[config.mk]
export PLATFORM = sky130hd
export DESIGN_NAME = uart_rx_module
export DESIGN_NICKNAME = d
export VERILOG_FILES = /design/src/rtl/uart_pkg.sv /design/src/rtl/uart_rx_sync.sv /design/src/rtl/uart_rx_module.sv
export SDC_FILE = /design/constraint.sdc
export NUM_CORES = 1
export LEC_CHECK = 0
export BUFFER_PORTS_ARGS = -buffer_cell sky130_fd_sc_hd__buf_2
export CELL_PAD_IN_SITES_DETAIL_PLACEMENT = 0
export CELL_PAD_IN_SITES_GLOBAL_PLACEMENT = 1
export CORE_MARGIN = 1
export CORE_UTILIZATION = 52
export CTS_BUF_LIST = sky130_fd_sc_hd__clkbuf_8
export DETAILED_ROUTE_END_ITERATION = 8
export GPL_ROUTABILITY_DRIVEN = 0
export MAX_ROUTING_LAYER = met4
export PLACE_DENSITY = 0.92
export RECOVER_POWER = 50
export SYNTH_ARGS = -nofsm -noshare
export SYNTH_HDL_FRONTEND = slang
export SYNTH_SLANG_ARGS = --single-unit
[constraint.sdc]
create_clock -name clk_i -period 4.1 [get_ports clk_i]
set_clock_uncertainty 0.2 [all_clocks]
set_input_delay 0.82 -clock clk_i [delete_from_list [all_inputs] [get_ports clk_i]]
set_output_delay 0.82 -clock clk_i [all_outputs]
set_load 0.1 [all_outputs]
[src/rtl/uart_pkg.sv]
// Shared UART definitions for the tx and rx engines: FSM state encodings,
// oversample default, rx_conf field layout and size-decode helpers.
package uart_pkg;

  localparam int unsigned OVERSAMPLE_DEF = 16;
  localparam int unsigned DATA_W         = 8;
  localparam int unsigned BIT_IDX_W      = 3;
  localparam int unsigned CONF_W         = 5;

  // Field positions inside rx_conf / tx_conf.
  localparam int unsigned CONF_PARITY_EN = 0;
  localparam int unsigned CONF_STOP_LSB  = 1;
  localparam int unsigned CONF_STOP_MSB  = 2;
  localparam int unsigned CONF_DSIZE_LSB = 3;
  localparam int unsigned CONF_DSIZE_MSB = 4;

  // Size decode: data bits = DATA_BITS_MIN + dsize; stop bits = 1 when stop == 0, else 2.
  localparam int unsigned DATA_BITS_MIN  = 5;

  typedef enum logic [2:0] {
    ST_IDLE      = 3'd0,
    ST_START_CHK = 3'd1,
    ST_DATA      = 3'd2,
    ST_PARITY    = 3'd3,
    ST_STOP      = 3'd4,
    ST_DONE      = 3'd5
  } uart_state_e;

  // Packed view of the conf word; member order matches the field positions above.
  typedef struct packed {
    logic [CONF_DSIZE_MSB-CONF_DSIZE_LSB:0] dsize;
    logic [CONF_STOP_MSB-CONF_STOP_LSB:0]   stop;
    logic                                   parity_en;
  } uart_conf_t;

  // Index of the last data bit of a frame.
  function automatic logic [BIT_IDX_W-1:0] last_data_idx(input logic [1:0] dsize);
    return BIT_IDX_W'(DATA_BITS_MIN - 1) + BIT_IDX_W'(dsize);
  endfunction

  // True when the frame carries two stop bits.
  function automatic logic two_stop_bits(input logic [1:0] stop);
    return stop != 2'd0;
  endfunction

endpackage

[src/rtl/uart_rx_sync.sv]
// Synchroniser for the asynchronous serial line, resetting to the idle (high)
// level, plus a falling-edge detect on the synchronised value.
//   clk_i, rst_i : clock, asynchronous active-low reset
//   rx_line      : raw serial input
//   rx_s         : synchronised line (registered)
//   rx_fall_c    : combinational 1->0 detect on rx_s
module uart_rx_sync #(
  parameter int unsigned SYNC_STAGES = 2
) (
  input  logic clk_i,
  input  logic rst_i,
  input  logic rx_line,
  output logic rx_s,
  output logic rx_fall_c
);

  logic [SYNC_STAGES-1:0] sync_q;
  logic                   rx_prev_q;

  // Shift chain; reset to 1 so a reset release never looks like a start bit.
  always_ff @(posedge clk_i or negedge rst_i) begin
    if (!rst_i) begin
      sync_q    <= '1;
      rx_prev_q <= 1'b1;
    end else begin
      sync_q    <= {sync_q[SYNC_STAGES-2:0], rx_line};
      rx_prev_q <= sync_q[SYNC_STAGES-1];
    end
  end

  assign rx_s      = sync_q[SYNC_STAGES-1];
  assign rx_fall_c = rx_prev_q & ~sync_q[SYNC_STAGES-1];

endmodule

[src/rtl/uart_rx_module.sv]
// UART receive engine: 16x oversampled deserialiser for 5-8 data bits, LSB
// first, optional even parity, 1 or 2 stop bits; valid/ready output port.
//   clk_i, rst_i     : clock, asynchronous active-low reset
//   baud_en_i        : oversample tick (OVERSAMPLE per bit)
//   rx_en_i          : receiver enable
//   rx_conf_i        : {data_size[1:0], stop_size[1:0], parity_en}
//   uart_rx_i        : asynchronous serial line, idle high
//   rx_ready_i       : consumer accepts the presented byte
//   rx_data_o        : received data, right-aligned
//   rx_valid_o       : data and flags valid, held until accepted
//   rx_parity_err_o  : parity mismatch of presented frame
//   rx_frame_err_o   : low stop bit in presented frame
//   rx_overrun_o     : sticky, frame dropped while output was still full
//   rx_busy_o        : frame in progress
module uart_rx_module
  import uart_pkg::*;
#(
  parameter int unsigned OVERSAMPLE  = OVERSAMPLE_DEF,
  parameter int unsigned SYNC_STAGES = 2
) (
  input  logic                clk_i,
  input  logic                rst_i,
  input  logic                baud_en_i,
  input  logic                rx_en_i,
  input  logic [CONF_W-1:0]   rx_conf_i,
  input  logic                uart_rx_i,
  input  logic                rx_ready_i,
  output logic [DATA_W-1:0]   rx_data_o,
  output logic                rx_valid_o,
  output logic                rx_parity_err_o,
  output logic                rx_frame_err_o,
  output logic                rx_overrun_o,
  output logic                rx_busy_o
);

  localparam int unsigned      CNT_W    = $clog2(OVERSAMPLE);
  localparam logic [CNT_W-1:0] CNT_MID  = CNT_W'(OVERSAMPLE / 2 - 1);
  localparam logic [CNT_W-1:0] CNT_LAST = CNT_W'(OVERSAMPLE - 1);

  logic rx_s;
  logic rx_fall_c;

  uart_rx_sync #(
    .SYNC_STAGES (SYNC_STAGES)
  ) u_sync (
    .clk_i     (clk_i),
    .rst_i     (rst_i),
    .rx_line   (uart_rx_i),
    .rx_s      (rx_s),
    .rx_fall_c (rx_fall_c)
  );

  uart_state_e          state_q,     state_nxt;
  logic [CNT_W-1:0]     cnt_q,       cnt_nxt;
  logic [BIT_IDX_W-1:0] bit_q,       bit_nxt;
  logic [DATA_W-1:0]    data_q,      data_nxt;
  uart_conf_t           conf_q,      conf_nxt;
  logic                 par_err_q,   par_err_nxt;
  logic                 frame_err_q, frame_err_nxt;
  logic                 stop_q,      stop_nxt;
  logic                 frame_done_c;
  logic                 accept_c;

  // Frame FSM state and datapath registers.
  always_ff @(posedge clk_i or negedge rst_i) begin
    if (!rst_i) begin
      state_q     <= ST_IDLE;
      cnt_q       <= '0;
      bit_q       <= '0;
      data_q      <= '0;
      conf_q      <= '0;
      par_err_q   <= 1'b0;
      frame_err_q <= 1'b0;
      stop_q      <= 1'b0;
      rx_busy_o   <= 1'b0;
    end else begin
      state_q     <= state_nxt;
      cnt_q       <= cnt_nxt;
      bit_q       <= bit_nxt;
      data_q      <= data_nxt;
      conf_q      <= conf_nxt;
      par_err_q   <= par_err_nxt;
      frame_err_q <= frame_err_nxt;
      stop_q      <= stop_nxt;
      rx_busy_o   <= (state_nxt != ST_IDLE);
    end
  end

  // Next-state and datapath updates; everything advances only on baud_en_i.
  always_comb begin
    state_nxt     = state_q;
    cnt_nxt       = cnt_q;
    bit_nxt       = bit_q;
    data_nxt      = data_q;
    conf_nxt      = conf_q;
    par_err_nxt   = par_err_q;
    frame_err_nxt = frame_err_q;
    stop_nxt      = stop_q;
    frame_done_c  = 1'b0;

    if (baud_en_i) begin
      if (state_q != ST_IDLE && !rx_en_i) begin
        state_nxt = ST_IDLE;
      end else begin
        unique case (state_q)
          ST_IDLE: begin
            // Level test also catches a start bit already low on Idle re-entry.
            if (rx_en_i && (rx_fall_c || !rx_s)) begin
              state_nxt = ST_START_CHK;
              cnt_nxt   = '0;
              conf_nxt  = uart_conf_t'(rx_conf_i);
            end
          end
          ST_START_CHK: begin
            if (cnt_q == CNT_MID) begin
              cnt_nxt = '0;
              if (!rx_s) begin
                state_nxt     = ST_DATA;
                bit_nxt       = '0;
                data_nxt      = '0;
                par_err_nxt   = 1'b0;
                frame_err_nxt = 1'b0;
                stop_nxt      = 1'b0;
              end else begin
                state_nxt = ST_IDLE;
              end
            end else begin
              cnt_nxt = cnt_q + CNT_W'(1);
            end
          end
          ST_DATA: begin
            if (cnt_q == CNT_LAST) begin
              cnt_nxt         = '0;
              data_nxt[bit_q] = rx_s;
              bit_nxt         = bit_q + BIT_IDX_W'(1);
              if (bit_q == last_data_idx(conf_q.dsize)) begin
                state_nxt = conf_q.parity_en ? ST_PARITY : ST_STOP;
              end
            end else begin
              cnt_nxt = cnt_q + CNT_W'(1);
            end
          end
          ST_PARITY: begin
            if (cnt_q == CNT_LAST) begin
              cnt_nxt     = '0;
              // Unreceived MSBs are zero, so the full-width XOR is the frame's data parity.
              par_err_nxt = (^data_q) ^ rx_s;
              state_nxt   = ST_STOP;
            end else begin
              cnt_nxt = cnt_q + CNT_W'(1);
            end
          end
          ST_STOP: begin
            if (cnt_q == CNT_LAST) begin
              cnt_nxt       = '0;
              frame_err_nxt = frame_err_q | ~rx_s;
              if (stop_q || !two_stop_bits(conf_q.stop)) begin
                state_nxt = ST_DONE;
              end else begin
                stop_nxt = 1'b1;
              end
            end else begin
              cnt_nxt = cnt_q + CNT_W'(1);
            end
          end
          ST_DONE: begin
            frame_done_c = 1'b1;
            state_nxt    = ST_IDLE;
          end
          default: state_nxt = ST_IDLE;
        endcase
      end
    end
  end

  assign accept_c = rx_valid_o & rx_ready_i;

  // Output holding register and handshake; a full, unaccepted register drops the new frame.
  always_ff @(posedge clk_i or negedge rst_i) begin
    if (!rst_i) begin
      rx_data_o       <= '0;
      rx_valid_o      <= 1'b0;
      rx_parity_err_o <= 1'b0;
      rx_frame_err_o  <= 1'b0;
      rx_overrun_o    <= 1'b0;
    end else begin
      if (frame_done_c && (!rx_valid_o || rx_ready_i)) begin
        rx_data_o       <= data_q;
        rx_parity_err_o <= par_err_q;
        rx_frame_err_o  <= frame_err_q;
        rx_valid_o      <= 1'b1;
      end else if (accept_c) begin
        rx_valid_o <= 1'b0;
      end

      if (accept_c) begin
        rx_overrun_o <= 1'b0;
      end else if (frame_done_c && rx_valid_o) begin
        rx_overrun_o <= 1'b1;
      end
    end
  end

endmodule

Yosys cells after proc, flatten, opt, wreduce, memory -nomap -nowiden
Cells that the tools add are included.
W data, S select, Z words.
Word-level totals
  input port bits: 11
  flip-flop bits (word level): 42
  output and inout bits: 13
  logic and storage cells: 117
Operators by class
  eq/ne operators: 15
  reductions and logical operators: 30
  bitwise gates (word level): 6
  order comparisons: 2
  $add $sub $neg: 3
  multiplexer cells: 43
Operators by type and width (number)
  $mux W3: 13
  $mux W8: 3
  $reduce_and A6 Y1: 3
  $pmux W8 S2: 1
  $pmux W3 S5: 1
  $mux W1: 14
  $ne A2 B2 Y1 const B: 7
  $mux W4: 3
  $pmux W4 S3: 1
  $reduce_bool A2 Y1: 6
  $reduce_bool A3 Y1: 3
  $bwmux W8: 1
  $reduce_and A4 Y1: 2
  $reduce_xor A8 Y1: 1
  $reduce_and A7 Y1: 1
  $eq A3 B2 Y1 const B: 2
  $eq A3 B3 Y1 const B: 2
  $pmux W1 S2: 3
  $pmux W3 S2: 1
  $logic_and A1 B1 Y1: 5
  $add A4 B1 Y4 const B: 1
  $eq A4 B3 Y1 const B: 1
  $eq A4 B4 Y1 const B: 1
  $logic_not A1 Y1: 4
  other kinds (15): 19

Longest topological paths before layout
Gate-level depths: netlist of run 1.
  depth in word-level cells: 9
  gate-level depth with buffers: 7
  mapped depth without buffers: 6

Hierarchy
Synthesis of run 1 repeated with hierarchy kept, for this count alone.
Second synthesis, totals
  cell total of the unflattened synthesis: 211
  area total of the unflattened synthesis: 2265.9 um^2
By module, submodules not included
  uart_rx_module: cells an instance 207, area an instance 2173.3 um^2, times used 1, sequential area each 975.9 um^2
  uart_rx_sync: cells an instance 4, area an instance 92.6 um^2, times used 1, sequential area each 78.8 um^2

Least setup slack after synthesis of run 1
OpenSTA, ideal clock, no wires.
  kind: input-to-reg
  start: input rx_en_i
  end: register rx_data_o[0]
  path slack: 1.981 ns
  arrival: 1.793 ns
  stages: 5
  buffers on the path: 1
  required time: 3.774 ns
  path through: buf_2 > nand2_1 > nor2_1 > nand2_1 > mux2_2
On the way
  longest elaborated chain between the ends: 5
Ends and longest elaborated chain
  start: declaration: RTL line uart_rx_module.sv:24  | input logic rx_en_i,
  $logic_not A1 Y1: RTL line uart_rx_module.sv:102  | if (state_q != ST_IDLE && !rx_en_i) begin
  $logic_and A1 B1 Y1: RTL line uart_rx_module.sv:102
  $mux W1: RTL line uart_rx_module.sv:102
  $mux W1: RTL line uart_rx_module.sv:101  | if (baud_en_i) begin
  $logic_and A1 B1 Y1: RTL line uart_rx_module.sv:187  | if (frame_done_c && (!rx_valid_o || rx_ready_i)) begin
  end signal: assignment: RTL line uart_rx_module.sv:188  | rx_data_o <= data_q;
  end: declaration: RTL line uart_rx_module.sv:28  | output logic [DATA_W-1:0] rx_data_o,
No other way between the ends.
A chain may end at the register's enable or synchronous reset.

==> reports/summary.md, run 1 <==
The run finished, with violations left. The checks that failed: max-capacitance violations, max-slew violations. The critical path goes through clkbuf_1. The cell at the slowest stage of the critical path was sky130_fd_sc_hd__clkbuf_1. The synthesized design contains 41 register bits. The final critical delay including setup and external delays came out at 2.549 ns. The first TritonRoute pass finished after 4 iterations. The tools report the aggregate global-route resource usage as 0.2182. Once placement finished, the instance area stood at 0.002277 sq mm. The number of antenna diodes in the final layout is 0. The logs give 0.7051 mW for the internal portion of total power and 0.2669 mW for the net switching power. After detailed routing, the number of remaining DRC violations is 0. Hold repair after CTS inserted 0 buffers. The global-route track usage on met3 was 0.05068. The clock reaches the later pin of the worst-skew pair after 0.29 ns. The run gives 0.345 as the power share of the clock group. The hold violation total from the final report came out at 0. The sum of overflow across all layers after global routing is 0.

The fraction of registers with async set or reset after synthesis works out to 1.000. The clock root buffer master is sky130_fd_sc_hd__clkbuf_8. In this run, synthesis inferred 0 flip-flops with an integrated enable. The total detailed-routing wirelength came out at 4050 um. The number of nets produced by synthesis was 207; the layout net count was 227. Dividing the detail-routed wire length by the instance count gives 15.28 um. The headroom to the max-slew limit was -0.4151. The run gives 0.169 as the combinational fraction of design power. The type of the worst min-delay path was reg2reg.

Post-synthesis cell count: 194. For the area of the mapped netlist, the log shows 0.002206 sq mm. For the count of cell types in the netlist, the log shows 53. Setup repair after global routing left no endpoint under its margin. The run gives 42 as the number of max-slew violations in the final report. After routing the design area is 0.002391 sq mm.

Kind of end point of the critical path: an asynchronous set/reset pin. The die is 67.13 um tall. The die is 67.13 um wide.

The worst hold slack was 0.1603 ns. After detailed routing, the number of vias per cell comes to 5.728. The area of the core is 0.004029 sq mm, and the via count of the routed design is 1518.

The layout has 370 filler cells. The tools report the number of top-level design ports as 24. Setup violations remaining at the end of the flow were counted as 0. The count of buffers added on input and output ports is 23.

The critical path in this run is classified as in2async. The run gives 0.487 as the fraction of power consumed by sequential logic. For the pin with the worst max-slew slack, the measured transition is 2.123 ns.

The number of H-tree branching levels is 2. The part of the Yosys area used for sequential elements is 0.4663. Clock-pin slew was measured on the worst setup and hold paths at 0.08 ns. The run gives 0.2967 as the global-route track usage on met1. On the critical path the largest part of the delay comes from buffers and inverters. Clock tree synthesis inserted a total of 5 buffers.

Initial antenna violation count: 0. The number of setup buffers added after CTS is 0. TritonCTS built the clock tree.

Number of DRC violations after detailed-routing iteration 0: 100. The clock drives 41 sinks. The starting density of the core is 0.5475. The worst path arrival time is 2.33 ns. The logs give 23 for the floorplan row count and 207.9 uV for the worst voltage drop across the vdd grid. The floorplan step defined a die boundary enclosing 0.004506 sq mm.

Quantity of gates resized following cts: 0. STA puts the critical path data required time at 3.88 ns. The fraction of layout instances using a drive strength above 1 is 0.2837. The area added between synthesis and finish works out to 8.395%.

The fraction of the cycle the final worst path needs is 0.6216, and the buffering stage count on the worst path with inverters included is 1. The layer with the highest usage was met2. A synthesized cell averages 11.37 sq um. Total of max-cap violations: 1. Power per cell area: 406.5 mW/mm^2. Of all nets on the critical path, the largest fanout is 41. Entering global routing, the biggest net connects 42 pins.

The clock passes through at most 2 buffers. The tools report the maximum frequency from static timing analysis as 392.4 MHz. The fraction of met2 tracks used by global routing is 0.3188.

Summed over all failing endpoints, the final setup total negative slack is 0 ns. Among all flip-flop cells after synthesis, the most frequent one is sky130_fd_sc_hd__dfrtp_1. The run gives 0 as the count of antenna-violating nets left after detailed routing.

In this run the static leakage power is 1.095 nW. For the detailed placement HPWL, the log shows 2772 um. Kind of start point of the critical path: a primary input.

The switching share of total power was 0.2746. The Yosys step of the flow raised 0 warnings. For this run, the slowest stage of the critical path takes 1.49 ns.

The first global-routing pass estimated 6955 um of wire. For the via count of the first global-routing pass, the log shows 1425.
-- layout make-up --
cell class                      instances  area [sq um]  area share
Clock buffer                            6         82.58     0.03454
Clock inverter                          2         33.78     0.01413
Inverter                                4         15.01    0.006279
Multi-Input combinational cell        139          1056      0.4417
Sequential cell                        41          1028      0.4301
Tap cell                               50         62.56     0.02616
Timing Repair Buffer                   23         112.6     0.04710
-- cells by family after synthesis --
family | share of synthesized area
and+or+nand+nor | 0.1804
muxes | 0.1083
xor gates and xnor gates | 0.04368
adders and majority gates | 0.01588
DFF | 0.4663
AOI/OAI and AO/OA | 0.1305
buffers and inverters | 0.05502
-- power by group through the flow --
stage / Sequential (mW) / Clock (mW) / Combinational (mW)
2_1_floorplan: 0.487 / 0 / 0.128
3_3_place_gp: 0.480 / 0 / 0.162
3_5_place_dp: 0.481 / 0 / 0.164
4_1_cts: 0.473 / 0.344 / 0.166
5_1_grt: 0.477 / 0.359 / 0.182
6_report: 0.473 / 0.335 / 0.164
-- stage by stage --
| step | power [mW] | utilization | instances | setup slack [ns] |
|---|---|---|---|---|
| final | 0.9720 | 0.5935 | 265 | 1.551 |
| after floorplan | 0.6150 | - | 194 | 1.981 |
| after global placement | 0.6425 | 0.5652 | 257 | 1.836 |
| after CTS | 0.9833 | 0.5941 | 265 | 1.891 |
| after detailed placement | 0.6445 | 0.5652 | 257 | 1.797 |
| after global routing | 1.019 | 0.5935 | 265 | 1.029 |
-- worst paths after layout --
path,start,end,slack (ns),cells after the start
max,rst_i,cnt_q[3],1.55,1
min,u_sync.sync_q[0],u_sync.sync_q[1],0.16,0
max reg2reg,state_q[1],data_q[3],1.89,5
min reg2reg,u_sync.sync_q[0],u_sync.sync_q[1],0.16,0
max in group clk_i,state_q[1],data_q[3],1.89,5
min in group asynchronous,rst_i,rx_valid_o,0.93,1
-- registers in the layout (all words and copies together) (netlist names) --
| name | cells |
|---|---|
| data_q | 8 |
| rx_data_o | 8 |
| conf_q | 5 |
| cnt_q | 4 |
| bit_q | 3 |
| state_q | 3 |
| u_sync.sync_q | 2 |
| frame_err_q | 1 |
| par_err_q | 1 |
| rx_busy_o | 1 |
| rx_frame_err_o | 1 |
| rx_overrun_o | 1 |
| rx_parity_err_o | 1 |
| rx_valid_o | 1 |
| stop_q | 1 |
-- synthesized netlist by cell type, drive strengths merged, types with 4 or more instances --
cell type / number / area, sq um
dfrtp: 39 / 975.9
nand2: 20 / 77.58
mux2: 15 / 168.9
o21ai: 11 / 55.05
xnor2: 9 / 78.83
nor2: 8 / 30.03
mux2i: 7 / 70.07
nand3: 7 / 35.03
buf: 6 / 51.30
o31ai: 6 / 45.04
nand2b: 5 / 31.28
clkbuf: 4 / 55.05
inv: 4 / 15.01
nand3b: 4 / 30.03
o211ai: 4 / 30.03
-- metal layers --
layer	wire length [um]	share of wire	up-vias
met5	0	0	-
met1	1946	0.48	735
met4	55	0.014	0
met2	1854	0.46	39
li1	-	-	738
met3	193	0.048	6
-- cells in the final DEF (no fill, tap or decap), types with 3 or more instances in the layout --
master	Yosys	layout
sky130_fd_sc_hd__dfrtp_1	39	39
sky130_fd_sc_hd__buf_2	2	21
sky130_fd_sc_hd__nand2_1	19	19
sky130_fd_sc_hd__mux2_2	15	15
sky130_fd_sc_hd__o21ai_0	10	11
sky130_fd_sc_hd__xnor2_1	9	9
sky130_fd_sc_hd__nor2_1	8	8
sky130_fd_sc_hd__nand3_1	7	7
sky130_fd_sc_hd__mux2i_1	7	7
sky130_fd_sc_hd__o31ai_1	6	6
sky130_fd_sc_hd__clkbuf_8	4	6
sky130_fd_sc_hd__inv_1	4	5
sky130_fd_sc_hd__nand2b_1	5	5
sky130_fd_sc_hd__nand3b_1	4	4
sky130_fd_sc_hd__o211ai_1	4	4
sky130_fd_sc_hd__nand4b_1	3	3
No activity file was read; power rests on OpenSTA's default activity.
==> run 2, diff against run 1 <==
- ABC_AREA: unset -> 1
- CORE_UTILIZATION: 52 -> 41
- PLACE_DENSITY: 0.92 -> 0.83
- clock period: 4.1 -> 2.2 ns (I/O delays scaled with it)
==> reports/summary.md, run 2 <==
The tools report the total detailed-routing wirelength as 4537 um (+12%). The fraction of registers with async set or reset after synthesis was 1.000 (unchanged). The global-route wire length before repair is 7838 um (+13%). The fraction of met2 tracks used by global routing was 0.2595 (-0.05929).

Setup repair after global routing left no endpoint under its margin. The top cell types in the final layout, fill and taps aside, are 79 x sky130_fd_sc_hd__nand2_1, 39 x sky130_fd_sc_hd__dfrtp_1, 35 x sky130_fd_sc_hd__nand3_1. The tools report the global-route track usage on met1 as 0.2325 (-0.06413). In the post-synthesis netlist, the biggest area contributors are sky130_fd_sc_hd__dfrtp_1 43%, sky130_fd_sc_hd__nand2_1 13%, sky130_fd_sc_hd__nand3_1 7.7%. TritonCTS built the clock tree. The run gives 0.1722 (-0.04601) as the aggregate global-route resource usage.

The logs give 1878 (+24%) for the via count of the routed design and 0.4795 (-0.1140) for the core utilization of the finished layout. For the part of the Yosys area used for sequential elements, the log shows 0.4516 (-0.01460). The clock latency on the worst-skew pair is 0.29 ns (about the same), and the average size of a mapped cell is 7.934 sq um (-30%). The sum of overflow across all layers after global routing was 0 (unchanged).

The fraction of the cycle the final worst path needs was 0.8848; the layout net count was 327 (+44%). The per-cell via count in the routed design was 4.878 (-15%). The tools report the floorplan row count as 26 (+13%).

The fraction of layout instances using a drive strength above 1 came out at 0.1778 (-0.1059). The area of the core was 0.005238 sq mm (+30%); the number of setup buffers added after CTS was 0 (unchanged). The tools report the number of sinks handled by clock tree synthesis as 41 (unchanged). The type of the worst min-delay path was in2reg. The tools report the initial antenna violation count as 0 (unchanged). The run gives 2.17 ns (-1.71 ns) as the worst endpoint required time. In the synthesized netlist the dominant register cell turns out to be sky130_fd_sc_hd__dfrtp_1.

The worst setup path is launched from a flop. The number of warnings issued by yosys was 0 (unchanged). The global-route track usage on met3 was 0.03234 (-0.01834); the setup TNS after final layout was 0 ns (unchanged). The headroom to the max-slew limit was 0.3089 (+0.7240). For the buffer depth of the longest clock path, the log shows 2 (unchanged). The final critical delay including setup and external delays was 1.947 ns; the maximum number of pins on one net before global-route repair was 42 (unchanged).

The worst voltage drop across the vdd grid came out at 302.7 uV (+46%). The transition time at the pin with the least slew margin works out to 1.037 ns (-1.086 ns). The chip width is 76.53 um (+14%).

For the detailed placement HPWL, the log shows 3226 um (+16%). The clock root buffer master is sky130_fd_sc_hd__clkbuf_8. The area added between synthesis and finish was 10.27%; the number of DRC violations after detailed-routing iteration 0 was 57 (-43%). For the total of max-cap violations, the log shows 0 (-1). The commonest cells after synthesis are 78 x sky130_fd_sc_hd__nand2_1, 39 x sky130_fd_sc_hd__dfrtp_1, 35 x sky130_fd_sc_hd__nand3_1. Number of H-tree branching levels: 2 (unchanged). The iteration count of the initial detailed-routing pass is 4 (unchanged). The starting density of the core was 0.4348 (-0.1127). By startpoint and endpoint, the worst setup path is classified as reg2reg. The tools report the number of failing setup endpoints in the final timing report as 0 (unchanged). The power per cell area was 752.0 mW/mm^2 (+85%); the number of max-slew violations in the final report was 0 (-100%).

The maximum frequency from static timing analysis was 513.7 MHz. Count of antenna diodes in the layout: 0 (unchanged). The register bit total from synthesis was 41 (unchanged); the overall die height was 76.53 um (+14%).

The clock-pin slew of the registers on the worst-case setup and hold paths works out to 0.08 ns (about the same). The run gives 24 (unchanged) as the number of top-level design ports. The synthesized design spends more area on one cell type than any other, namely sky130_fd_sc_hd__dfrtp_1. The count of antenna-violating nets left after detailed routing was 0 (unchanged). The worst path arrival time is 1.92 ns (-0.41 ns), and the die area is 0.005856 sq mm (+30%). The share of Yosys cell area claimed by the top area cell type is 0.4286 (-0.01386), and the area of the mapped netlist is 0.002277 sq mm (+3.2%). The DRC violation count after routing is 0 (unchanged). The flow ran to the end, and the final reports show no timing, DRC or antenna violations.

The worst setup path is captured at a flop. Number of flops mapped to enable cells by yosys: 0 (unchanged). The total clock buffers created by CTS was 5 (unchanged); the count of cell types in the netlist was 31 (-42%). The hold violation total from the final report is 0 (unchanged), and the count of input and output buffers is 23 (unchanged). The detailed-route wire length per cell came out at 11.78 um (-23%). The maximum fanout count along the critical path is 11 (-73%), and the leakage power figure is 1.264 nW (+15%). The layer flagged by global routing as most heavily used is met2.

The largest registers in the layout are data_q x8, rx_data_o x8, conf_q x5. In the post-synthesis netlist, the cell with the most instances is sky130_fd_sc_hd__nand2_1. The logs give 0 (unchanged) for the hold buffer count at cts and 287 (+48%) for the post-synthesis cell count. The via count of the first global-routing pass came out at 1689 (+19%).

Leaving out fill and tap cells, the most frequent cell in the layout is sky130_fd_sc_hd__nand2_1. Number of nets produced by synthesis: 300 (+45%).
==> run 2: cell count changes after synthesis, moves of 5 or more <==
cell	before	now
sky130_fd_sc_hd__nand2b_1	5	0
sky130_fd_sc_hd__nand3_1	7	35
sky130_fd_sc_hd__o21ai_0	10	22
sky130_fd_sc_hd__o31ai_1	6	0
sky130_fd_sc_hd__o21ai_1	1	9
sky130_fd_sc_hd__xnor2_1	9	3
sky130_fd_sc_hd__nor2_1	8	25
sky130_fd_sc_hd__mux2_2	15	3
sky130_fd_sc_hd__inv_1	4	21
sky130_fd_sc_hd__mux2i_1	7	1
sky130_fd_sc_hd__nand2_1	19	78
==> run 2: cell families after synthesis <==
group                      Yosys count  share of synthesized area
adders and majority gates            2                    0.01099
AOI/OAI and AO/OA                   41                    0.09835
buffers and inverters               32                    0.07967
xor gates and xnor gates             9                    0.03462
muxes                                4                    0.01923
and+or+nand+nor                    158                     0.3055
DFF                                 41                     0.4516
==> run 2: repair_timing <==
action / CTS / global route
endpoints found under the hold margin: 0 / 0
gates resized for setup: 0 / 1
setup endpoints to repair: 0 / 6
==> run 2: stage by stage <==
| stage | setup slack [ns] | instance area, sq um | power, mW | std cells | hold slack, ns |
|---|---|---|---|---|---|
| 2_1_floorplan | 0.1923 | 2277 | 1.316 | 287 | -0.05559 |
| 3_3_place_gp | 0.2033 | 2426 | 1.417 | 377 | 0.1478 |
| 3_5_place_dp | 0.2211 | 2426 | 1.427 | 377 | 0.1469 |
| 4_1_cts | 0.1985 | 2509 | 1.904 | 385 | 0.02795 |
| 5_1_grt | 0.05298 | 2511 | 2.019 | 385 | 0.02952 |
| 6_report | 0.2535 | 2511 | 1.888 | 385 | 0.03910 |
==> run 2: worst max-delay path, cell delays in order (launching register included) <==
cell and delay (ns):
sky130_fd_sc_hd__dfrtp_1 0.43, sky130_fd_sc_hd__inv_2 0.15, sky130_fd_sc_hd__nand3_1 0.20, sky130_fd_sc_hd__inv_2 0.17, sky130_fd_sc_hd__nor2_1 0.09, sky130_fd_sc_hd__a21oi_4 0.27, sky130_fd_sc_hd__nand2_1 0.14, sky130_fd_sc_hd__nand2_1 0.09
sky130_fd_sc_hd__o21ai_0 0.09
==> run 2: metal layers <==
metal  wire [um]  vias up
met3         154        6
met4          60        0
met5           0        -
met1        2306      852
met2        2016       34
li1            -      986
==> run 2: where the power goes <==
part | internal, mW | switching (mW) | total (mW)
sequential | 0.847 | 0.0826 | 0.929
clock | 0.215 | 0.260 | 0.476
combinational | 0.148 | 0.336 | 0.483
==> run 2: path summary, 6_finish.rpt <==
kind                                  start                to  slack, ns  depth (start not counted)
setup / recovery                 state_q[2]          bit_q[0]       0.25                          8
hold / removal                    uart_rx_i  u_sync.sync_q[0]       0.04                          1
setup reg to reg                 state_q[2]          bit_q[0]       0.25                          8
hold reg to reg            u_sync.sync_q[0]  u_sync.sync_q[1]       0.16                          0
max in group asynchronous             rst_i          cnt_q[3]       0.96                          2
min in group asynchronous             rst_i         data_q[3]       0.20                          2
==> run 2: final cells by class <==
class	count	area (sq um)
clock inverter	3	13.76
fill	549	2726
multi-input combinational	214	1072
inverter	24	90.09
tap	70	87.58
clock buffer	5	68.82
sequential	41	1028
timing repair buffer	28	150.1
==> run 3, diff against run 2 <==
- CORE_UTILIZATION: 41 -> 38
- PLACE_DENSITY: 0.83 -> 0.78
==> reports/summary.md, run 3 (synthesized netlist as in run 2, its figures left out) <==
The worst register-to-register path begins at cnt_q[0]. The run gives 327 (unchanged) as the layout net count. The clock latency on the worst-skew pair was 0.29 ns (about the same); the leakage power figure was 1.264 nW (about the same).

The tools report the number of top-level design ports as 24 (unchanged). The logs give 0.04335 ns (+0.004245 ns) for the worst hold slack and 0 (unchanged) for the total of max-cap violations. Compared with the post-synthesis result, the final layout area differs by 10.49%. Per-cell via count in the routed design: 4.860 (-0.36%). For the number of max-slew violations in the final report, the log shows 0 (unchanged). The via count of the first global-routing pass was 1756 (+4.0%). The worst endpoint required time came out at 2.18 ns (about the same).

The tools report the worst setup slack after layout as 0.2904 ns (+0.03695 ns). Leaving out fill and tap cells, the most frequent cell in the layout is sky130_fd_sc_hd__nand2_1. The run gives 0.1702 (-0.001948) as the aggregate global-route resource usage. The logs give 607 (+11%) for the count of fill cells added during filler insertion and 4 (unchanged) for the iteration count of the initial detailed-routing pass.

Setup repair after global routing left no endpoint under its margin. Overall die height: 79.41 um (+3.8%). Register-to-register path setup slack: 0.29 ns (+0.04 ns). The run gives 0 ns (unchanged) as the setup TNS after final layout. The cell depth of the worst flop-to-flop path is 9 (+1), and the worst path arrival time is 1.89 ns (-0.03 ns). The run gives 0.4036 (-0.03115) as the starting density of the core. The hold buffer count at cts came out at 0 (unchanged).

The fraction of layout instances using a drive strength above 1 works out to 0.1810 (+0.003175). The tools report the count of antenna diodes in the layout as 0 (unchanged). The total detailed-routing wirelength is 4537 um (unchanged).

The cell sitting at the root of the clock tree is a sky130_fd_sc_hd__clkbuf_8. For the worst voltage drop across the vdd grid, the log shows 394.2 uV (+30%). The run gives 1.889 mW (about the same) as the total power after layout.

The tools report the headroom to the max-slew limit as 0.3261 (+0.01715). For the total clock buffers created by CTS, the log shows 5 (unchanged). TritonCTS built the clock tree. For the number of sinks handled by clock tree synthesis, the log shows 41 (unchanged). Transition time at the pin with the least slew margin: 1.011 ns (-0.02572 ns). The hold violation total from the final report is 0 (unchanged), and the via count of the routed design is 1881 (+0.16%). The maximum fanout count along the critical path is 6 (-5). DRC violation count after routing: 0 (unchanged). The kind of start point of the critical path was a flop. Kind of end point of the critical path: a flop. In this run the critical register-to-register path is captured at rx_busy_o. The sum of overflow across all layers after global routing was 0 (unchanged). The tools report the number of H-tree branching levels as 2 (unchanged).

The chip width was 79.41 um (+3.8%); the number of DRC violations after detailed-routing iteration 0 was 45 (-21%). The detailed-route wire length per cell works out to 11.72 um (-0.52%). The initial antenna violation count came out at 0 (unchanged). For the detailed placement HPWL, the log shows 3292 um (+2.0%). The power per cell area came out at 750.7 mW/mm^2 (-0.17%). The clock-pin slew of the registers on the worst-case setup and hold paths works out to 0.08 ns (about the same). The run gives 2 (unchanged) as the buffer depth of the longest clock path. The startpoint identified for the worst hold timing path is uart_rx_i. Fraction of the cycle the final worst path needs: 0.8680 (-0.01680).

The count of antenna-violating nets left after detailed routing came out at 0 (unchanged). Instance count along the most critical hold path: 1 (unchanged). The library cells used most frequently in the layout, excluding fill and tap cells, are 78 x sky130_fd_sc_hd__nand2_1, 39 x sky130_fd_sc_hd__dfrtp_1, 35 x sky130_fd_sc_hd__nand3_1. The number of failing setup endpoints in the final timing report is 0 (unchanged).

The tools report the maximum number of pins on one net before global-route repair as 42 (unchanged). The terminating pin of the worst hold path was u_sync.sync_q[0]. The global-route wire length before repair was 8197 um (+4.6%).

The setup path with the least slack is of type reg2reg. The maximum frequency from static timing analysis was 523.7 MHz (+1.9%). The type of the worst min-delay path was in2reg. The largest registers in the layout are data_q x8, rx_data_o x8, conf_q x5. Worst slack at placement: 0.2208 ns (-0.0002340 ns). The run finished with clean final reports. For the floorplan row count, the log shows 27 (+3.8%). The count of input and output buffers works out to 23 (unchanged). Area of the core: 0.005642 sq mm (+7.7%).

The final critical delay including setup and external delays was 1.910 ns (-0.03695 ns); the die area was 0.006306 sq mm (+7.7%).
-- run 3: cell types whose count changed in the layout (fill, tap and decap cells not counted) --
cell,delta
sky130_fd_sc_hd__buf_2,-1
sky130_fd_sc_hd__clkbuf_2,+1
sky130_fd_sc_hd__nand2_1,-1
sky130_fd_sc_hd__nand2_2,+1
-- run 3: metrics by stage --
stage / cells / area (sq um) / utilization
final: 387 / 2516 / 0.4460
after global routing: 387 / 2516 / 0.4460
after CTS: 387 / 2511 / 0.4451
after detailed placement: 379 / 2429 / 0.4305
after global placement: 379 / 2429 / 0.4305
after floorplan: 287 / 2277 / -
-- run 3: final cells by class --
class / instances / area [sq um] / share of cell area
clock buffers: 5 / 68.82 / 0.02735
clock inverters: 3 / 13.76 / 0.005470
inverters: 24 / 90.09 / 0.03580
multi-input cells: 214 / 1075 / 0.4272
flip-flops and latches: 41 / 1028 / 0.4088
well taps: 72 / 90.09 / 0.03580
repair buffers: 28 / 150.1 / 0.05967
-- run 3: critical path, cell delays in order, from the launching register on --
cell and delay [ns]:
sky130_fd_sc_hd__dfrtp_1 0.41, sky130_fd_sc_hd__ha_1 0.23, sky130_fd_sc_hd__nand3_1 0.26, sky130_fd_sc_hd__inv_1 0.13, sky130_fd_sc_hd__o21ai_0 0.17, sky130_fd_sc_hd__nand2_1 0.07, sky130_fd_sc_hd__nand2_1 0.05, sky130_fd_sc_hd__o21ai_0 0.10
sky130_fd_sc_hd__nor2_1 0.12, sky130_fd_sc_hd__nand2_1 0.05
-- run 3: metal layers --
| layer | vias up | share of wire | track usage |
|---|---|---|---|
| met1 | 848 | 0.53 | 0.2292 |
| met3 | 2 | 0.041 | 0.04114 |
| li1 | 989 | - | - |
| met5 | - | 0 | - |
| met4 | 0 | 0.0066 | 0.04909 |
| met2 | 42 | 0.42 | 0.2543 |
-- run 3: report_power, final --
part / switching [mW] / total [mW] / internal [mW]
registers: 0.0820 / 0.929 / 0.847
clock network: 0.264 / 0.479 / 0.216
logic: 0.334 / 0.481 / 0.147
total: 0.680 / 1.89 / 1.21
-- run 3: worst max-delay path by stage --
stage,start,cells after the start,slack (ns),end
2_1_floorplan,rx_valid_o,5,0.19,rx_data_o[0]
3_3_place_gp,state_q[2],8,0.24,data_q[7]
3_5_place_dp,state_q[2],8,0.22,bit_q[1]
4_1_cts,state_q[2],8,0.21,bit_q[1]
5_1_grt,cnt_q[0],10,0.07,rx_busy_o
6_report,cnt_q[0],9,0.29,rx_busy_o
-- run 3: timing repair --
item | in CTS | in global routing
resized for setup | 0 | 1
endpoints found under the setup margin | 0 | 6
buffers inserted | 0 | 0
